### src/rtl/host_wr_if.sv
// host_wr_if: host byte-write port feeding chrowbuf/palette/fontmem through a commit FIFO; HOST_AUTOINC_EN enables address auto-increment
module host_wr_if #(
  parameter int FIFO_DEPTH = 4
) (
  input  logic        clk,
  input  logic        rst,
  input  logic        host_ncs,
  input  logic        host_nwr,
  input  logic [1:0]  host_reg,
  input  logic [7:0]  host_data,
  input  logic        wr_hold,
  output logic        host_full,
  output logic        overflow_err,
  output logic        chrowbuf_wr,
  output logic [7:0]  chrowbuf_wr_addr,
  output logic [15:0] chrowbuf_wr_data,
  output logic        palette_wr,
  output logic [7:0]  palette_wr_addr,
  output logic [15:0] palette_wr_data,
  output logic        fontmem_wr,
  output logic [11:0] fontmem_wr_addr,
  output logic [7:0]  fontmem_wr_data
);
  localparam int PW = $clog2(FIFO_DEPTH);
  localparam logic [PW:0] DEPTH_C = (PW+1)'(FIFO_DEPTH);
  typedef enum logic {IDLE, WRITE} state_t;
  typedef struct packed {logic [1:0] tgt; logic [11:0] a; logic [15:0] d;} entry_t;
  state_t state_q, state_d;
  logic [2:0] sync_q, sync_d;
  logic [15:0] addr_q, addr_d;
  logic [7:0] dlo_q, dlo_d;
  entry_t mem_q [FIFO_DEPTH];
  entry_t mem_d [FIFO_DEPTH];
  logic [PW-1:0] wp_q, wp_d, rp_q, rp_d;
  logic [PW:0] cnt_q, cnt_d;
  logic full_q, full_d, ovf_q, ovf_d;
  logic [2:0] wr_q, wr_d;
  logic [11:0] oa_q, oa_d;
  logic [15:0] od_q, od_d;
  logic accept, push_req, push, pop;
  entry_t head;
  always_comb begin
    sync_d = {sync_q[1:0], ~host_ncs & ~host_nwr};
    accept = sync_q[1] & ~sync_q[2];
    push_req = accept & (host_reg == 2'd3);
    pop = (state_q == IDLE) && (cnt_q != '0) && !wr_hold;
    push = push_req && ((cnt_q < DEPTH_C) || pop);
    head = mem_q[rp_q];
    mem_d = mem_q;
    if (push) mem_d[wp_q] = {addr_q[15:14], addr_q[11:0], host_data, dlo_q};
    wp_d = push ? wp_q + 1'b1 : wp_q;
    rp_d = pop ? rp_q + 1'b1 : rp_q;
    cnt_d = cnt_q + (PW+1)'(push) - (PW+1)'(pop);
    full_d = cnt_d == DEPTH_C;
    ovf_d = ovf_q | (push_req & ~push);
    addr_d = (accept && host_reg == 2'd0) ? {addr_q[15:8], host_data} :
             (accept && host_reg == 2'd1) ? {host_data, addr_q[7:0]} : addr_q;
`ifdef HOST_AUTOINC_EN
    if (push) addr_d[11:0] = addr_q[11:0] + 12'd1;
`endif
    dlo_d = (accept && host_reg == 2'd2) ? host_data : dlo_q;
    state_d = pop ? WRITE : IDLE;
    oa_d = pop ? head.a : oa_q;
    od_d = pop ? head.d : od_q;
    // {fontmem, palette, chrowbuf}; target 3 pops silently
    wr_d = pop ? {head.tgt != 2'd2, head.tgt != 2'd1, head.tgt != 2'd0} : 3'b111;
  end
  always_ff @(posedge clk) begin
    if (rst) begin
      state_q <= IDLE;
      sync_q <= '0;
      addr_q <= '0;
      dlo_q <= '0;
      wp_q <= '0;
      rp_q <= '0;
      cnt_q <= '0;
      full_q <= 1'b0;
      ovf_q <= 1'b0;
      wr_q <= 3'b111;
      oa_q <= '0;
      od_q <= '0;
    end else begin
      state_q <= state_d;
      sync_q <= sync_d;
      addr_q <= addr_d;
      dlo_q <= dlo_d;
      wp_q <= wp_d;
      rp_q <= rp_d;
      cnt_q <= cnt_d;
      full_q <= full_d;
      ovf_q <= ovf_d;
      wr_q <= wr_d;
      oa_q <= oa_d;
      od_q <= od_d;
    end
  end
  always_ff @(posedge clk) mem_q <= mem_d;
  assign host_full = full_q;
  assign overflow_err = ovf_q;
  assign chrowbuf_wr = wr_q[0];
  assign palette_wr = wr_q[1];
  assign fontmem_wr = wr_q[2];
  assign chrowbuf_wr_addr = oa_q[7:0];
  assign palette_wr_addr = oa_q[7:0];
  assign fontmem_wr_addr = oa_q;
  assign chrowbuf_wr_data = od_q;
  assign palette_wr_data = od_q;
  assign fontmem_wr_data = od_q[7:0];
endmodule

### config.mk
export PLATFORM = sky130hd
export DESIGN_NAME = host_wr_if
export DESIGN_NICKNAME = d
export VERILOG_FILES = /design/src/rtl/host_wr_if.sv
export SDC_FILE = /design/constraint.sdc
export NUM_CORES = 1
export LEC_CHECK = 0
export ABC_AREA = 1
export BUFFER_PORTS_ARGS = -buffer_cell sky130_fd_sc_hd__buf_2
export CAP_MARGIN = 5
export CORE_AREA = 2 2 125 127
export DETAILED_ROUTE_END_ITERATION = 8
export DIE_AREA = 0 0 127 129
export GPL_TIMING_DRIVEN = 0
export MAX_ROUTING_LAYER = met4
export PLACE_DENSITY_LB_ADDON = 0.12
export SYNTH_ARGS = -nofsm -noshare
export SYNTH_HDL_FRONTEND = slang
export SYNTH_SLANG_ARGS = --single-unit
### constraint.sdc
create_clock -name clk -period 3 [get_ports clk]
set_clock_uncertainty 0.15 [all_clocks]
set_input_delay 0 -clock clk [delete_from_list [all_inputs] [get_ports clk]]
set_output_delay 0 -clock clk [all_outputs]
set_load 0.05 [all_outputs]
# Yosys cells after proc, flatten, opt, wreduce, memory -nomap -nowiden
# Index checks and enable logic that the tools add are counted.
[classes]
n_addsub = 4
n_lt_le_gt_ge = 4
eq_ne = 6
n_mux = 8
n_bitwise = 14
n_reduce_logical = 14
[ops]
columns = ["operator", "count"]
rows = [
  ["120-bit bitwise mux", 1],
  ["30-bit two-way mux", 3],
  ["30-bit binary-select mux with 2-bit select", 1],
  ["30-bit demux with 2-bit select", 1],
  ["8-bit two-way mux", 1],
  ["1-bit logical AND", 7],
  ["1-bit inverter", 7],
  ["3-bit greater-or-equal comparator (second input constant)", 2],
  ["2-bit inverter with 3-bit output", 2],
  ["2-bit by 1-bit adder with 2-bit output (second input constant)", 2],
  ["1-bit bitwise AND", 4],
  ["2-bit equality test (second input constant)", 2],
  ["3-bit by 1-bit adder with 3-bit output", 1],
  ["3-bit equality test (second input constant)", 1],
  ["3-bit by 1-bit < comparator with 1-bit output (second input constant)", 1],
  ["3-bit < comparator (second input constant)", 1],
  ["3-bit nonzero test", 1],
  ["3-bit by 1-bit subtractor with 3-bit output", 1],
  ["2-bit by 1-bit equality test with 1-bit output (second input constant)", 1],
  ["2-bit logical NOT", 1],
  ["2-bit by 1-bit inequality test with 1-bit output (second input constant)", 1],
  ["2-bit inequality test (second input constant)", 1],
  ["2-bit AND reduction", 1],
  ["2-bit nonzero test", 1],
  ["other kinds (5)", 5],
]
[totals]
register_bits = 188
in_bits = 15
output_inout_bits = 73
wordCells = 75

# Logic depth before layout (Yosys ltp)
# Gate-level depths: netlist (run 1).
[logic_depth]
depth_word = 8
ltp_mapped = 13
depth_no_buf = 12

# Least setup slack after synthesis (run 1)
# OpenSTA, ideal clock, no wires.
[synth_timing]
path_kind = "register to register"
start = "register sync_q[1]"
end = "register mem_q[0] in the netlist's numbering (enable)"
setup_ns = 0.417
arrival_time_ns = 1.961
required_time_ns = 2.433
slack_ns = 0.472
path_stages_with_launch = 5
n_path_buf = 0
period_less_slack_ns = 2.528
cell_sequence = "dfxtp_1 -> nand2_4 -> nor2_4 -> nand2_2 -> nor2_1"
[synth_via]
elab_chain_len = 3
[synth_lines]
columns = ["element", "line", "text"]
rows = [
  ["from (decl)", "29", "logic [2:0] sync_q, sync_d;"],
  ["from (signal assigned)", "84", "sync_q <= sync_d;"],
  ["1-bit bitwise AND", "44", "accept = sync_q[1] & ~sync_q[2];"],
  ["1-bit bitwise AND", "45", "push_req = accept & (host_reg == 2'd3);"],
  ["1-bit logical AND", "47", "push = push_req && ((cnt_q < DEPTH_C) || pop);"],
  ["to (signal assigned)", "97", "always_ff @(posedge clk) mem_q <= mem_d;"],
  ["to (decl)", "32", "entry_t mem_q [FIFO_DEPTH];"],
]
# No other way between the ends.
# A chain may end at the register's enable or synchronous reset.

# Final worst setup path (run 1)
[layout_timing]
start = "input port host_reg[1]"
end = "register cnt_q[2]"
[layout_via]
elab_chain_len = 5
[layout_lines]
columns = ["element", "line", "text"]
rows = [
  ["from (decl)", "9", "input logic [1:0] host_reg,"],
  ["2-bit equality test", "45", ""],
  ["1-bit bitwise AND", "45", ""],
  ["1-bit logical AND", "47", ""],
  ["3-bit by 1-bit adder with 3-bit output", "53", "cnt_d = cnt_q + (PW+1)'(push) - (PW+1)'(pop);"],
  ["3-bit by 1-bit subtractor with 3-bit output", "53", ""],
  ["to (signal assigned)", "89", "cnt_q <= cnt_d;"],
  ["to (decl)", "35", "logic [PW:0] cnt_q, cnt_d;"],
]
# No other way between the ends.

==> results.sh, run 1 <==
export IMPL_cp_cell_sequence="dlygate4sd3_1 > buf_2 > buf_6 > nand2_1 > nor2_4 > nand2_2 > ha_1 > inv_1 > ha_1 > fa_1 > inv_1 > nand3_1 > nand3_1 > inv_1"
export IMPL_startpoint_type="input port"
export IMPL_crit_top_cell="inv_1"
export IMPL_crit_path_end_kind="flip-flop"
export IMPL_seq_area_frac_synth_pct=60.43
export IMPL_yosys_area_share_simple_pct=22.69
export IMPL_fillCellCount=1256
export IMPL_total_power_mw=8.450
export IMPL_grt_max_degree=19
export IMPL_diodes=0
export IMPL_vias=5672
export IMPL_hold_buffers=14
export IMPL_synth_adder_area_share_pct=1.167
export IMPL_yosysUniqueCellTypes=25
export IMPL_floorplan_die_area_um2=16380
export IMPL_cts_sinks=186
export IMPL_synth_area_mux_share_pct=0
export IMPL_worstMarginPinSlew_ps=588.2
export IMPL_worstSetupPathType="in -> reg"
export IMPL_portBuffers=85
export IMPL_grt_pass1_vias=5087
export IMPL_crit_fanout=10
export IMPL_cp_slowest_cell="dlygate4sd3_1"
export IMPL_gp_congestion=0.8417
export IMPL_synth_edff_count=120
export IMPL_drt_vias_per_instance=4.649
export IMPL_yosysWarnings=0
export IMPL_grt_setup_unrepaired="no"
export IMPL_die_y_um=129
export IMPL_use_met2_pct=35.58
export IMPL_clockBufferDepth=2
export IMPL_cts_buffers=17
export IMPL_power_leakage_nw=4.669
export IMPL_dr_pass1_iters=4
export IMPL_antenna_found_initial=0
export IMPL_pre_cts_ws_ps=634.1
export IMPL_cts_clk_slew_worst_paths_ps=60
export IMPL_hold_class="in -> reg"
export IMPL_final_area_um2=9653
export IMPL_synth_top_flop_cell="edfxtp_1"
export IMPL_slew_violations=0
export IMPL_antenna_left=0
export IMPL_placed_cell_area_um2=8950
export IMPL_wl_per_cell_um=13.43
export IMPL_netlist_area_um2=8149
export IMPL_power_density_nw_per_um2=875.3
export IMPL_required_ps=3180
export IMPL_drive_gt1_share_pct=20.93
export IMPL_gr_usage_met3_pct=4.033
export IMPL_timing_fmax_ghz=0.4165
export IMPL_die_w_um=127
export IMPL_grt_most_used_layer="met2"
export IMPL_avgSynthCellArea_um2=9.085
export IMPL_setup_ws_ps=599.0
export IMPL_cp_arrival_ps=2580
export IMPL_setup_viol=0
export IMPL_synth_compound_area_share_pct=0.9980
export IMPL_slew_headroom_pct=60.70
export IMPL_syn_inst=897
export IMPL_post_route_period_util_pct=80.03
export IMPL_post_cts_resize_count=0
export IMPL_num_nets_final=1041
export IMPL_post_cts_buffers=0
export IMPL_grt_usage_pct=21.76
export IMPL_hold_viol=0
export IMPL_synth_nets=919
export IMPL_outcome="completed"
export IMPL_drtIter0Drc=396
export IMPL_ir_drop_uv=492.0
export IMPL_area_growth_pct=18.46
export IMPL_clk_latency_ps=430
export IMPL_cts_tree="yes"
export IMPL_async_flop_share_pct=0
export IMPL_maxCapViolations=0
export IMPL_coreArea_um2=14980
export IMPL_remaining_drc_errors=0
export IMPL_row_count=45
export IMPL_period_minus_slack_ps=2401
export IMPL_h_tree_depth=4
export IMPL_grt_pass1_wl_mm=26.05
export IMPL_io_pins=88
export IMPL_grt_overflow=0
export IMPL_wl_mm=16.39
export IMPL_hpwlAfterDp_mm=11.11
export IMPL_ys_seq_elements=186
export IMPL_synth_top_family_by_area="simple AND/OR/NAND/NOR gates"
export IMPL_initial_core_util_pct=54.41
export IMPL_cts_root_buf="clkbuf_16"
export IMPL_gr_usage_met1_pct=27.36
export IMPL_synth_xor_area_share_pct=0
export IMPL_slowest_delay_ps=530
[cells in the final DEF (no fill, tap or decap), types with 4 or more instances in the layout]
cell	Yosys	routed
o21ai_0	7	7
buf_4	47	47
inv_2	8	8
nand2_1	232	232
ha_1	6	6
clkinvlp_4	0	4
edfxtp_1	120	120
inv_1	165	165
nand3_1	65	65
nor2_1	116	112
clkbuf_16	0	17
dlygate4sd3_1	0	14
buf_2	20	105
a21oi_1	4	4
nor2_4	2	6
buf_6	8	8
buf_16	0	4
dfxtp_1	66	66
nand4_1	14	14
[state kept, by name (all words and copies together), names as in the netlist]
name / count
wr_q: 3
state_q: 1
host_full: 1
fontmem_wr_addr: 12
rp_q: 2
wp_q: 2
chrowbuf_wr_data: 16
overflow_err: 1
mem_q: 120
sync_q: 3
addr_q: 14
cnt_q: 3
dlo_q: 8
[synthesized netlist by cell type, types with 2 or more instances]
| master | n | area, um2 |
|---|---|---|
| edfxtp_1 | 120 | 3603 |
| buf_2 | 20 | 100.1 |
| nor3_4 | 2 | 32.53 |
| nand3b_1 | 3 | 22.52 |
| nand2_1 | 232 | 870.8 |
| o21ai_1 | 2 | 10.01 |
| inv_2 | 8 | 30.03 |
| nand2_4 | 2 | 22.52 |
| nand4_1 | 14 | 87.58 |
| buf_6 | 8 | 90.09 |
| ha_1 | 6 | 75.07 |
| inv_1 | 165 | 619.3 |
| nor2_1 | 116 | 435.4 |
| dfxtp_1 | 66 | 1321 |
| nor2_4 | 2 | 22.52 |
| a21oi_1 | 4 | 20.02 |
| nand2_2 | 3 | 18.77 |
| buf_4 | 47 | 352.8 |
| o21ai_0 | 7 | 35.03 |
| nand3_1 | 65 | 325.3 |
[per-layer routing]
layer,wire (um),vias up
met2,8040,112
met4,302,0
met3,746,19
li1,-,2952
met1,7296,2589
met5,0,-
[final timing paths]
kind	start	to	slack, ps	cells past startpoint
max	host_reg[1]	cnt_q[2]	600	14
min	host_nwr	sync_q[0]	130	3
max reg2reg	sync_q[1]	cnt_q[2]	640	11
min reg2reg	sync_q[0]	sync_q[1]	260	2
[kinds of logic after synthesis]
group                    Yosys count
AND/OR/NAND/NOR                  441
buffers and inverters            249
flip-flops                       186
AO/OA/AOI/OAI                     14
adder cells (fa/ha/maj)            7
[through the flow]
stage | hold WS (ps) | cells | utilization (%) | setup TNS (ps)
after global placement | 12.22 | 1170 | 58.82 | -85100
after global routing | 126.9 | 1220 | 64.45 | 0
after floorplan | -73.21 | 897 | - | 0
after CTS | 107.8 | 1220 | 64.45 | 0
final | 133.9 | 1220 | 64.45 | 0
after detailed placement | 14.26 | 1174 | 59.76 | 0
[power by group]
group	switching, mW	internal (mW)	total [mW]
Sequential	0.131	2.89	3.02
Clock	0.931	1.22	2.15
Combinational	2.31	0.964	3.27
Total	3.37	5.08	8.45
[worst max-delay path: cells and delay by family]
family        cells  cell delay [ps]
simple gates      5              700
fa+ha+maj         3              890
buf+inv           6              990
[layout make-up]
type,count,area (um2),share of cell area (%)
flip-flops and latches,186,4925,51.02
multi-input cells,462,2056,21.30
repair buffers,103,675.6,6.999
inverters,174,655.6,6.792
plain buffers,75,543.0,5.625
clock buffers,20,436.7,4.524
well taps,188,235.2,2.437
clock inverters,12,126.4,1.309
No activity file was read; power rests on OpenSTA's default activity.
==> inputs of run 2 (changes only) <==
==> constraint.sdc (replaced) <==
create_clock -name clk -period 2.3 [get_ports clk]
set_clock_uncertainty 0.15 [all_clocks]
set_input_delay 0 -clock clk [delete_from_list [all_inputs] [get_ports clk]]
set_output_delay 0 -clock clk [all_outputs]
set_load 0.05 [all_outputs]
==> run 2 against run 1 <==
  * Sequential share of layout area is 0.33 points lower
  * Die area did not move
  * Routed wire length up 1.0%
  * Via count about the same
  * Worst setup slack lost 490 ps
  * Cell area is 0.65% higher
  * Non-clock buffer count grew 7
  * Largest power group unchanged
==> results.sh, run 2 (synthesized netlist as in run 1, its figures left out) <==
export IMPL_grt_max_degree=19
export IMPL_vias=5671
export IMPL_initial_core_util_pct=54.41
export IMPL_worstSetupPathType="in -> reg"
export IMPL_crit_top_cell="inv_1"
export IMPL_h_tree_depth=4
export IMPL_cts_root_buf="clkbuf_16"
export IMPL_ir_drop_uv=641.7
export IMPL_cp_slowest_cell="dlygate4sd3_1"
export IMPL_sequentialPowerShare_pct=35.6
export IMPL_wl_per_cell_um=13.49
export IMPL_gp_congestion=0.8417
export IMPL_power_leakage_nw=4.699
export IMPL_hpwlAfterDp_mm=11.11
export IMPL_drtIter0Drc=389
export IMPL_grt_overflow=0
export IMPL_antenna_found_initial=0
export IMPL_p_sw_share_pct=39.99
export IMPL_power_density_nw_per_um2=1140
export IMPL_coreArea_um2=14980
export IMPL_row_count=45
export IMPL_diodes=0
export IMPL_timing_fmax_ghz=0.4565
export IMPL_num_nets_final=1048
export IMPL_required_ps=2480
export IMPL_utilization_pct=64.87
export IMPL_fillCellCount=1246
export IMPL_slew_headroom_pct=60.85
export IMPL_finalSetupTns_ps=0
export IMPL_clk_latency_ps=430
export IMPL_io_pins=88
export IMPL_cts_tree="yes"
export IMPL_maxCapViolations=0
export IMPL_largest_register="mem_q"
export IMPL_grt_pass1_vias=5104
export IMPL_cp_arrival_ps=2370
export IMPL_cts_buffers=17
export IMPL_startpoint_type="input port"
export IMPL_crit_path_end_kind="flip-flop"
export IMPL_hold_class="in -> reg"
export IMPL_switchingPower_mw=4.427
export IMPL_pre_cts_ws_ps=-65.92
export IMPL_layout_commonest_cell="nand2_1"
export IMPL_dr_pass1_iters=5
export IMPL_drive_gt1_share_pct=21.46
export IMPL_hold_viol=0
export IMPL_cts_sinks=186
export IMPL_period_minus_slack_ps=2191
export IMPL_slew_violations=0
export IMPL_setup_ws_ps=109.3
export IMPL_final_cell_mix="232 x nand2_1, 165 x inv_1, 120 x edfxtp_1"
export IMPL_die_w_um=127
export IMPL_clockBufferDepth=2
export IMPL_area_growth_pct=19.22
export IMPL_wl_mm=16.56
export IMPL_drt_vias_per_instance=4.622
export IMPL_outcome="completed"
export IMPL_grt_usage_pct=21.81
export IMPL_intPower_mw=6.644
export IMPL_floorplan_die_area_um2=16380
export IMPL_antenna_left=0
export IMPL_remaining_drc_errors=0
export IMPL_worstMarginPinSlew_ps=585.8
export IMPL_hold_slack_ps=132.3
export IMPL_pwr_share_comb_pct=39.0
export IMPL_largest_register_ffs=120
export IMPL_crit_fanout=10
export IMPL_post_route_period_util_pct=95.25
export IMPL_total_power_mw=11.07
export IMPL_pwr_share_clk_pct=25.4
export IMPL_cts_clk_slew_worst_paths_ps=60
export IMPL_cp_cell_sequence="dlygate4sd3_1 > buf_2 > buf_6 > nand2_1 > nor2_4 > nand2_4 > ha_1 > inv_1 > ha_1 > fa_1 > inv_1 > nand3_1 > nand3_1 > inv_1"
export IMPL_die_y_um=129
export IMPL_slowest_delay_ps=530
export IMPL_portBuffers=85
export IMPL_setup_viol=0
export IMPL_grt_pass1_wl_mm=26.10
run 2: cell count changes in the layout (fill, tap and decap cells not counted):
cell,before,now
buf_6,8,7
nand2_8,0,1
nand2_2,3,2
buf_4,47,55
run 2: per-stage QoR:
| step | std cells | area, um2 |
|---|---|---|
| floorplan | 897 | 8149 |
| global placement | 1170 | 8810 |
| detailed placement | 1174 | 8950 |
| CTS | 1220 | 9654 |
| global route | 1227 | 9716 |
| finish | 1227 | 9716 |
run 2: area by class of cell:
class	instances	area (um2)	share of cell area [%]
timing repair buffer	111	735.7	7.572
clock inverter	12	126.4	1.301
multi-input combinational	462	2069	21.30
tap	188	235.2	2.421
clock buffer	20	436.7	4.495
sequential	186	4925	50.69
buffer	74	531.8	5.473
inverter	174	655.6	6.748
run 2: worst paths after layout:
check	startpoint	endpoint	slack, ps	depth (start not counted)
max	host_reg[1]	cnt_q[2]	110	14
min	host_nwr	sync_q[0]	130	3
max reg2reg	sync_q[1]	cnt_q[2]	150	11
min reg2reg	sync_q[0]	sync_q[1]	260	2
run 2: timing repair:
action	in CTS	in global routing
setup buffers	1	7
gates resized for setup	1	1
hold buffers	14	0
pin swaps	2	1
hold endpoints to repair	68	0
setup endpoints to repair	2	2
run 2: layer usage:
layer	track usage (%)	vias up	part of all wire (%)
met1	27.39	2572	45
li1	-	2962	-
met3	4.116	22	4.3
met5	-	-	0
met4	7.951	0	1.9
met2	35.61	115	49
run 2: critical path, delay by kind of cell:
| family | cells | cell delay, ps |
|---|---|---|
| buffers and inverters | 6 | 990 |
| AND/OR/NAND/NOR | 5 | 530 |
| adder cells (fa/ha/maj) | 3 | 840 |
run 2: power by group through the flow:
stage          clock network [mW]  registers [mW]  logic (mW)
3_3_place_gp                    0            4.01        4.24
6_report                     2.81            3.95        4.31
5_1_grt                      2.98            3.99        4.67
2_1_floorplan                   0            4.69        2.73
4_1_cts                      2.83            3.95        4.30
3_5_place_dp                    0            4.02        4.28
